$ cat src/rtl/ps2_pkg.sv
// Shared types and constants for the PS/2 scancode receiver.
package ps2_pkg;

    localparam int unsigned EVENT_W    = 10;
    localparam int unsigned CODE_W     = 8;
    localparam int unsigned FRAME_BITS = 11;
    localparam int unsigned BIT_CNT_W  = 4;

    localparam logic [CODE_W-1:0] E0 = 8'hE0;
    localparam logic [CODE_W-1:0] F0 = 8'hF0;

    // Serial frame receiver states
    typedef enum logic [1:0] {
        F_IDLE  = 2'd0,
        F_SHIFT = 2'd1,
        F_CHECK = 2'd2
    } frame_state_t;

    // Scancode prefix decoder states
    typedef enum logic [1:0] {
        D_BASE    = 2'd0,
        D_EXT     = 2'd1,
        D_BRK     = 2'd2,
        D_EXT_BRK = 2'd3
    } dec_state_t;

    // Key event as seen by the consumer: {ext, brk, code}
    typedef struct packed {
        logic              ext;
        logic              brk;
        logic [CODE_W-1:0] code;
    } ps2_event_t;

    // Start low, stop high, odd parity over data plus parity bit
    function automatic logic frame_ok(input logic [FRAME_BITS-1:0] f);
        return (f[0] == 1'b0) && (f[10] == 1'b1) && (^f[9:1] == 1'b1);
    endfunction

endpackage

$ cat src/rtl/ps2_scancode_rx_if.sv
// Event stream handshake between the receiver and its consumer.
interface ps2_scancode_rx_if;
    import ps2_pkg::*;

    logic [EVENT_W-1:0] out_data;
    logic               out_valid;
    logic               out_ready;

    modport master (
        output out_data,
        output out_valid,
        input  out_ready
    );

    modport slave (
        input  out_data,
        input  out_valid,
        output out_ready
    );

endinterface

$ cat src/rtl/ps2_event_fifo.sv
// First-word-fall-through event FIFO with wrap-bit full/empty detection.
module ps2_event_fifo #(
    parameter int unsigned DEPTH = 8,
    parameter int unsigned WIDTH = 10
) (
    input  logic             clk,
    input  logic             reset,
    input  logic             push_i,
    input  logic [WIDTH-1:0] push_data_i,
    input  logic             pop_i,
    output logic [WIDTH-1:0] head_o,
    output logic             valid_o,
    output logic             full_o
);

    localparam int unsigned AW = (DEPTH > 1) ? $clog2(DEPTH) : 1;

    logic [AW:0]      wr_q, wr_d;
    logic [AW:0]      rd_q, rd_d;
    logic [WIDTH-1:0] mem_q [DEPTH];
    logic             empty_c;
    logic             do_pop_c;
    logic             do_push_c;

    // Status flags and accepted push/pop for this cycle
    always_comb begin
        empty_c   = (wr_q == rd_q);
        full_o    = (wr_q[AW] != rd_q[AW]) && (wr_q[AW-1:0] == rd_q[AW-1:0]);
        do_pop_c  = pop_i && !empty_c;
        do_push_c = push_i && (!full_o || do_pop_c);
        wr_d      = do_push_c ? wr_q + (AW+1)'(1) : wr_q;
        rd_d      = do_pop_c  ? rd_q + (AW+1)'(1) : rd_q;
    end

    // Pointer registers
    always_ff @(posedge clk or negedge reset) begin
        if (!reset) begin
            wr_q <= '0;
            rd_q <= '0;
        end else begin
            wr_q <= wr_d;
            rd_q <= rd_d;
        end
    end

    // Storage; contents are don't-care until written
    always_ff @(posedge clk) begin
        if (do_push_c) begin
            mem_q[wr_q[AW-1:0]] <= push_data_i;
        end
    end

    assign valid_o = !empty_c;
    assign head_o  = empty_c ? '0 : mem_q[rd_q[AW-1:0]];

endmodule

$ cat src/rtl/ps2_scancode_rx.sv
// PS/2 keyboard receiver: synchronise, deframe, decode E0/F0 prefixes, queue events.
module ps2_scancode_rx
    import ps2_pkg::*;
#(
    parameter int unsigned FIFO_DEPTH     = 8,
    parameter int unsigned SYNC_STAGES    = 3,
    parameter int unsigned TIMEOUT_CYCLES = 50000
) (
    input  logic              clk,
    input  logic              reset,
    input  logic              ps2_clk,
    input  logic              ps2_data,
    ps2_scancode_rx_if.master evt,
    output logic              overflow,
    output logic              frame_err,
    input  logic              clr_err
);

    localparam int unsigned TO_W = $clog2(TIMEOUT_CYCLES + 1);

    logic [SYNC_STAGES-1:0] clk_sync_q, clk_sync_d;
    logic [SYNC_STAGES-1:0] data_sync_q, data_sync_d;
    logic                   clk_prev_q, clk_prev_d;

    frame_state_t           fstate_q, fstate_d;
    dec_state_t             dstate_q, dstate_d;
    logic [FRAME_BITS-1:0]  frame_q, frame_d;
    logic [BIT_CNT_W-1:0]   bit_cnt_q, bit_cnt_d;
    logic [TO_W-1:0]        to_cnt_q, to_cnt_d;
    logic                   overflow_q, overflow_d;
    logic                   frame_err_q, frame_err_d;

    logic                   clk_s_c;
    logic                   data_s_c;
    logic                   edge_c;
    logic [CODE_W-1:0]      byte_c;
    logic                   err_set_c;
    logic                   push_c;
    ps2_event_t             evt_c;
    logic                   pop_c;
    logic                   full_c;

    // Synchroniser shift and falling-edge detect on the synced PS/2 clock
    always_comb begin
        clk_sync_d  = {clk_sync_q[SYNC_STAGES-2:0], ps2_clk};
        data_sync_d = {data_sync_q[SYNC_STAGES-2:0], ps2_data};
        clk_s_c     = clk_sync_q[SYNC_STAGES-1];
        data_s_c    = data_sync_q[SYNC_STAGES-1];
        clk_prev_d  = clk_s_c;
        edge_c      = clk_prev_q && !clk_s_c;
    end

    assign byte_c = frame_q[8:1];
    assign pop_c  = evt.out_valid && evt.out_ready;

    // Frame FSM, prefix decoder and sticky error flags: next-state logic
    always_comb begin
        fstate_d  = fstate_q;
        dstate_d  = dstate_q;
        frame_d   = frame_q;
        bit_cnt_d = bit_cnt_q;
        to_cnt_d  = to_cnt_q;
        err_set_c = 1'b0;
        push_c    = 1'b0;
        evt_c     = '0;

        case (fstate_q)
            F_IDLE: begin
                to_cnt_d  = '0;
                bit_cnt_d = '0;
                if (edge_c) begin
                    frame_d    = '0;
                    frame_d[0] = data_s_c;
                    bit_cnt_d  = BIT_CNT_W'(1);
                    fstate_d   = F_SHIFT;
                end
            end

            F_SHIFT: begin
                if (edge_c) begin
                    frame_d[bit_cnt_q] = data_s_c;
                    to_cnt_d           = '0;
                    bit_cnt_d          = bit_cnt_q + BIT_CNT_W'(1);
                    if (bit_cnt_q == BIT_CNT_W'(FRAME_BITS - 1)) begin
                        fstate_d = F_CHECK;
                    end
                end else if (to_cnt_q == TO_W'(TIMEOUT_CYCLES - 1)) begin
                    // Stalled device: drop the partial frame
                    fstate_d  = F_IDLE;
                    to_cnt_d  = '0;
                    bit_cnt_d = '0;
                    err_set_c = 1'b1;
                end else begin
                    to_cnt_d = to_cnt_q + TO_W'(1);
                end
            end

            F_CHECK: begin
                fstate_d  = F_IDLE;
                bit_cnt_d = '0;
                to_cnt_d  = '0;
                if (frame_ok(frame_q)) begin
                    if (byte_c == F0) begin
                        case (dstate_q)
                            D_EXT, D_EXT_BRK: dstate_d = D_EXT_BRK;
                            default:          dstate_d = D_BRK;
                        endcase
                    end else if ((byte_c == E0) &&
                                 ((dstate_q == D_BASE) || (dstate_q == D_EXT))) begin
                        dstate_d = D_EXT;
                    end else begin
                        // Code byte; an E0 after a break prefix lands here too
                        push_c     = 1'b1;
                        evt_c.ext  = (dstate_q == D_EXT) || (dstate_q == D_EXT_BRK);
                        evt_c.brk  = (dstate_q == D_BRK) || (dstate_q == D_EXT_BRK);
                        evt_c.code = byte_c;
                        dstate_d   = D_BASE;
                    end
                end else begin
                    err_set_c = 1'b1;
                end
            end

            default: begin
                fstate_d = F_IDLE;
            end
        endcase

        overflow_d  = (overflow_q && !clr_err) || (push_c && full_c && !pop_c);
        frame_err_d = (frame_err_q && !clr_err) || err_set_c;
    end

    // State registers; synchronisers idle high so reset release is edge-free
    always_ff @(posedge clk or negedge reset) begin
        if (!reset) begin
            clk_sync_q  <= '1;
            data_sync_q <= '1;
            clk_prev_q  <= 1'b1;
            fstate_q    <= F_IDLE;
            dstate_q    <= D_BASE;
            frame_q     <= '0;
            bit_cnt_q   <= '0;
            to_cnt_q    <= '0;
            overflow_q  <= 1'b0;
            frame_err_q <= 1'b0;
        end else begin
            clk_sync_q  <= clk_sync_d;
            data_sync_q <= data_sync_d;
            clk_prev_q  <= clk_prev_d;
            fstate_q    <= fstate_d;
            dstate_q    <= dstate_d;
            frame_q     <= frame_d;
            bit_cnt_q   <= bit_cnt_d;
            to_cnt_q    <= to_cnt_d;
            overflow_q  <= overflow_d;
            frame_err_q <= frame_err_d;
        end
    end

    assign overflow  = overflow_q;
    assign frame_err = frame_err_q;

    // Event queue towards the consumer
    ps2_event_fifo #(
        .DEPTH (FIFO_DEPTH),
        .WIDTH (EVENT_W)
    ) u_fifo (
        .clk         (clk),
        .reset       (reset),
        .push_i      (push_c),
        .push_data_i (EVENT_W'(evt_c)),
        .pop_i       (evt.out_ready),
        .head_o      (evt.out_data),
        .valid_o     (evt.out_valid),
        .full_o      (full_c)
    );

endmodule

$ cat src/flat_wrapper.sv
// flat-port wrapper written by rule: the top's interface ports become plain ports
module ps2_scancode_rx_flat import ps2_pkg::*;
#(
    parameter int unsigned FIFO_DEPTH     = 8,
    parameter int unsigned SYNC_STAGES    = 3,
    parameter int unsigned TIMEOUT_CYCLES = 50000
)
  (clk, reset, ps2_clk, ps2_data, overflow, frame_err, clr_err, evt_out_data, evt_out_valid, evt_out_ready);
  ps2_scancode_rx_if evt_i ();
  input  logic clk;
  input  logic reset;
  input  logic ps2_clk;
  input  logic ps2_data;
  output logic overflow;
  output logic frame_err;
  input  logic clr_err;
  output wire logic [$bits(evt_i.out_data)-1:0] evt_out_data;
  output wire logic [$bits(evt_i.out_valid)-1:0] evt_out_valid;
  input wire logic [$bits(evt_i.out_ready)-1:0] evt_out_ready;
  assign evt_out_data = evt_i.out_data;
  assign evt_out_valid = evt_i.out_valid;
  assign evt_i.out_ready = evt_out_ready;
  ps2_scancode_rx #(.FIFO_DEPTH(FIFO_DEPTH), .SYNC_STAGES(SYNC_STAGES), .TIMEOUT_CYCLES(TIMEOUT_CYCLES)) u_core (.clk(clk), .reset(reset), .ps2_clk(ps2_clk), .ps2_data(ps2_data), .evt(evt_i), .overflow(overflow), .frame_err(frame_err), .clr_err(clr_err));
endmodule
$ cat config.mk
export PLATFORM = sky130hd
export DESIGN_NAME = ps2_scancode_rx_flat
export DESIGN_NICKNAME = d
export VERILOG_FILES = /design/src/rtl/ps2_pkg.sv /design/src/rtl/ps2_scancode_rx_if.sv /design/src/rtl/ps2_event_fifo.sv /design/src/rtl/ps2_scancode_rx.sv /design/src/flat_wrapper.sv
export SDC_FILE = /design/constraint.sdc
export NUM_CORES = 1
export LEC_CHECK = 0
export BUFFER_PORTS_ARGS = -buffer_cell sky130_fd_sc_hd__buf_2
export CORE_UTILIZATION = 39
export DETAILED_ROUTE_END_ITERATION = 12
export PLACE_DENSITY_LB_ADDON = 0.3
export SYNTH_ARGS = -nofsm -noshare
export SYNTH_HDL_FRONTEND = slang
export SYNTH_SLANG_ARGS = --single-unit
$ cat constraint.sdc
create_clock -name clk -period 4.7 [get_ports clk]
set_input_delay 1.41 -clock clk [delete_from_list [all_inputs] [get_ports clk]]
set_output_delay 1.41 -clock clk [all_outputs]
set_load 0.05 [all_outputs]
# After elaboration in Yosys (flattened, before gate mapping)
# Memory sizes are Yosys's and may differ from the RTL's.
# Cells that the tools add are included.
totals:
  regBits: 52
  mem_bits_rw: 80
  input_bits: 6
  out_inout_bits: 13
  elab_cells: 107
  n_memories: 1
op_classes:
  n_addsub: 4
  n_lt_le_gt_ge: 2
  n_eq_ne: 16
  n_mux: 36
  n_bitwise: 1
  reduce_logical: 35
memory_table:
  columns: ["name", "words", "word_bits", "read_ports", "rd_clocked_by_memory_dff", "write_ports", "line", "rtl"]
  rows:
  - ["u_core.u_fifo.mem_q", 8, 10, 1, 0, 1, "ps2_event_fifo.sv:20", "logic [WIDTH-1:0] mem_q [DEPTH];"]
op_table:
  columns: ["operator", "n"]
  rows:
  - ["$mux 10", 5]
  - ["$mux 16", 2]
  - ["$pmux 16 s2", 1]
  - ["$mux 11", 2]
  - ["$pmux 11 s2", 1]
  - ["$add 16x1->16 const B", 1]
  - ["$eq 16x16->1 const B", 1]
  - ["$eq 8x8->1 const B", 2]
  - ["$mux 1", 13]
  - ["$add 4x1->4 const B", 3]
  - ["$logic_and 1x1->1", 12]
  - ["$pmux 4 s3", 1]
  - ["$bwmux 11", 1]
  - ["$mux 2", 5]
  - ["$reduce_xor 9->1", 1]
  - ["$mux 4", 2]
  - ["$eq 2x2->1 const B", 3]
  - ["$logic_or 1x1->1", 6]
  - ["$reduce_and 3->1", 2]
  - ["$logic_not 1->1", 5]
  - ["$lt 4x5->1 const B", 1]
  - ["$demux 1 s4", 1]
  - ["$eq 2x1->1 const B", 2]
  - ["$eq 4x4->1", 1]
  - ["other kinds (15)", 20]

# Depth between registers and ports, before layout
logic_depth:
  ltp_word: 10
  depth_mapped: 7
  depth_no_buf: 7

# Modules after synthesis
# Synthesis repeated with hierarchy kept, for this count alone.
unflattened:
  hier_cells: 450
  area_unflattened_um2: 6237.2
modules_own_cells:
  columns: ["module", "n_inst", "cells_each", "area_each_um2", "seq_area_each_um2"]
  rows:
  - ["ps2_event_fifo", 1, 185, 3637.2, 2602.5]
  - ["ps2_scancode_rx", 1, 265, 2600.0, 1109.8]

# Worst setup path before layout
# Ideal clock, no wire load.
synth_timing:
  path_type: "register -> output"
  from: "register u_core.u_fifo.rd_q[0]"
  to: "output port evt_out_data[1]"
  t_arrival_ns: 1.874
  required_time_ns: 3.290
  slack_ns: 1.416
  path_stages_with_launch: 6
  path_cell_list: "dfrtp_1 -> clkbuf_1 -> buf_2 -> mux4_2 -> mux2i_1 -> nor2_1"
synth_between:
  elab_chain_cells: 2
  word_cells_on_any_way: 3
  cone_classes: "eq/ne (1); mux (1); memory (1)"
synth_lines:
  columns: ["item", "line", "rtl"]
  rows:
  - ["start, declared", "ps2_event_fifo.sv:19", "logic [AW:0] rd_q, rd_d;"]
  - ["start signal, assigned", "ps2_event_fifo.sv:42", "rd_q <= rd_d;"]
  - ["$mem_v2 8x10 / $eq 4x4->1 (equally long branches)", null, null]
  - ["$mux 10 (*)", "ps2_event_fifo.sv:54", "assign head_o = empty_c ? '0 : mem_q[rd_q[AW-1:0]];"]
  - ["end, declared", "flat_wrapper.sv:17", "output wire logic [$bits(evt_i.out_data)-1:0] evt_out_data;"]
# Mark *: on every way between the ends. The rest lies on a longest branch, timed or not.

# Worst setup path after layout
layout_timing:
  from: "register u_core.u_fifo.rd_q[0]"
  to: "output port evt_out_data[2]"
# The elaborated chain is that of the path after synthesis.

==> metrics.md <==
| Metric | Value |
|---|---|
| GRT met1 Usage | 0.193 |
| N_diodes | 0 |
| Crit start category | flip-flop |
| Synthesized area per cell | between 10 and 15 um2 |
| Power Density | 451 nW/um2 |
| Hold depth | 0 |
| CTS tree | built |
| # rows | 44 |
| CTS clk-pin slew, worst paths | roughly 60 ps |
| Antenna viol nets, final | 0 |
| Cell variety after synth | 55 |
| Fraction of the mapped netlist area in compound gates | 0.0632 |
| Via count | roughly 3600 |
| Post-layout min period | 3810 ps |
| # resized after CTS | 0 |
| Max-slew violations | 0 |
| Ranking of synthesized cells by area | edfxtp_1 40%, dfrtp_1 19%, mux4_2 7.5%, ha_1 3.6%, dfstp_2 3.1% |
| First-pass GRT wire length | 18.8 mm |
| Core area | 14800 um2 |
| Worst-Margin Slew | between 1000 and 1500 ps |
| Post-Route WL | approximately 11 mm |
| Syn nets | around 470 |
| Area grow syn2layout | 16.1% |
| R2r setup slk | 1900 ps |
| Mapped cell area | ~6000 um2 |
| Root Buffer | clkbuf_16 |
| WL per Instance | 16.9 um |
| Slew headroom | 0.281 |
| Ys flop type | edfxtp_1 |
| Via-per-instance ratio | 5.34 |
| R2R cell count | 7 |
| Status | complete, no violations |
| Worst r2r src | u_core.frame_q[5]$_DFFE_PN0P_ |
| Synth Area in XOR/XNOR | 0.0257 |
| Setup TNS | 0 ps |
| Nature of the critical path endpoint | output port |
| Sequential-to-total area share from yosys stat | 0.621 |
| Peak VDD IR | 0.273 mV |
| Max Fclk | 263 MHz |
| Hpwl dp | approximately 7.4 mm |
| Worst Hold Class | reg -> reg |
| Clk Latency, worst-skew pair | 410 ps |
| Most common library cells after synthesis | 80 x edfxtp_1, 45 x dfrtp_1, 37 x nand2_1 |
| Area of the multi-input gates | 2130 um2 |
| Total of max-cap violations | 0 |
| CTS buffer count | 17 |
| Post-synth EDFFs | 80 |
| Overall routing resource usage | 0.158 |
| Hold endpoint | u_core.data_sync_q[2]$_DFF_PN1_ |
| Initial Util | 0.405 |
| Setup violators final | 0 |
| Synth top area share | 0.402 |
| CP required | 3290 ps |
| Met2 Track Usage GR | 0.268 |
| Vias in the first global route | 3591 |
| Placer Congestion | 0.790 |
| Die span in y | 126 um |
| Synth Instances | roughly 440 |
| Total grt overflow | 0 |
| Worst-path fanout max | 11 |
| Ys Warns | 0 |
| Multiplexer share of the synthesized area | 0.102 |
| RSZ-0062 raised after global routing | false |
| CTS Buffer Depth | 2 |
| Finished Layout Cells | 671 |
| Worst clock skew | ~5.7 ps |
| Period utilization | 0.810 |
| Placed cell count | 639 |
| Hold-fix buffers, CTS | 0 |
| Largest net degree at the start of global routing | 30 |
| LEAKAGE | about 0.0028 uW |
| Total die area | 15800 um2 |
| Met3 GRT Util | 0.0378 |
| Layout cells sized above 1 | 0.222 |
| Critical hold path startpoint | u_core.data_sync_q[1]$_DFF_PN1_ |
| Reg-to-reg endpoint | u_core.u_fifo.mem_q[3][2]$_DFFE_PP_ |
| Largest family of logic cells by synthesized area | simple AND/OR/NAND/NOR gates |
| CTS Sinks | between 100 and 150 |
| CTS H-tree lvls | 4 |
| Critical path class | reg -> out |
| Number of port buffers | 18 |
| Initial antenna violation count | 0 |
| Fin nets | 497 |
| Fillers | around 1300 |
| Arrival time at the worst endpoint | about 2400 ps |
| Simple-Gate Fraction of Synth Area | 0.125 |
| DRC | 0 |
| Drt initial violations | approximately 250 |
| Register area | 3710 um2 |
| Die W | about 130 um |
| Postcts setup bufs | 0 |
| Synth async-reset ratio | 0.394 |
| Boundary Pins | 19 |
| Drt first pass iters | 5 |
| Synth Register Bits | roughly 130 |
| Busiest layer in global routing | met2 |
| Most frequent cell after synthesis | edfxtp_1 |
| Final hold vios | 0 |
| Yosys top cell by area | edfxtp_1 |
| Area share of fa/ha/maj cells after synthesis | 0.0356 |
## how the worst max path moves through the flow
stage / startpoint / end / slack (ps) / cells past startpoint
floorplan: u_core.u_fifo.rd_q[0]$_DFFE_PN0P_ / evt_out_data[1] / 1420 / 5
global placement: u_core.u_fifo.rd_q[0]$_DFFE_PN0P_ / evt_out_data[1] / 1310 / 5
detailed placement: u_core.u_fifo.rd_q[0]$_DFFE_PN0P_ / evt_out_data[2] / 1280 / 5
CTS: u_core.u_fifo.rd_q[0]$_DFFE_PN0P_ / evt_out_data[2] / 820 / 5
global route: u_core.u_fifo.rd_q[0]$_DFFE_PN0P_ / evt_out_data[3] / 710 / 5
finish: u_core.u_fifo.rd_q[0]$_DFFE_PN0P_ / evt_out_data[2] / 890 / 5
## cell usage in the layout (no fill, tap or decap), types with 18 or more instances in the layout
cell type,Yosys,routed
nor2_1,27,27
edfxtp_1,80,80
dfrtp_1,45,45
buf_2,3,18
inv_1,24,24
o21ai_0,27,27
mux4_2,20,20
nand2_1,37,37
## report_power, final
group	switching, uW	internal, uW
Clock	485	831
Sequential	67.6	1260
Combinational	278	207
Total	831	2300
## sequential cells by signal, summed over array words and instances, names as in the netlist
register,flops
u_core.overflow,1
u_core.bit_cnt_q,4
u_core.to_cnt_q,16
u_core.clk_prev_q,1
u_core.frame_q,11
u_core.u_fifo.rd_q,4
u_core.u_fifo.mem_q,80
u_core.fstate_q,2
u_core.dstate_q,2
u_core.u_fifo.wr_q,4
u_core.data_sync_q,3
u_core.clk_sync_q,3
u_core.frame_err,1
## stage by stage
step | hold slack (ps) | instance area (um2) | setup WS (ps) | power [uW] | util
final | 353 | 6940 | 893 | 3130 | 0.470
after global routing | 358 | 6940 | 709 | 3270 | 0.470
after CTS | 355 | 6940 | 819 | 3170 | 0.470
after detailed placement | 347 | 6350 | 1280 | 1850 | 0.430
after global placement | 347 | 6350 | 1310 | 1840 | 0.430
after floorplan | 345 | 5980 | 1420 | 1720 | -
## critical path, stage by stage, from the launching register on
cell	delay [ps]
dfrtp_1	720
buf_4	340
mux4_2	520
mux2i_1	140
nor2_1	50
buf_2	210
## cell type report
| cell class | instances | share of cell area |
|---|---|---|
| Clock buffer | 19 | 0.0624 |
| Clock inverter | 13 | 0.0231 |
| Inverter | 24 | 0.0130 |
| Multi-Input combinational cell | 268 | 0.307 |
| Sequential cell | 132 | 0.535 |
| Tap cell | 184 | 0.0332 |
| Timing Repair Buffer | 31 | 0.0270 |
## metal layers
| metal | share of wire | wire, um | vias to the layer above |
|---|---|---|---|
| met4 | 0.017 | 189 | 0 |
| met1 | 0.44 | 5050 | 1809 |
| li1 | - | - | 1706 |
| met3 | 0.032 | 359 | 14 |
| met5 | 0 | 0 | - |
| met2 | 0.51 | 5770 | 53 |
## cells by family (layout without fill, tap and decap cells)
family,after synthesis,after routing
flops,132,132
mux,35,35
xor+xnor,15,15
fa+ha+maj,17,17
simple gates,137,137
buf+inv,43,87
compound gates,64,64
Note: power is estimated with default switching activity, not from simulation.
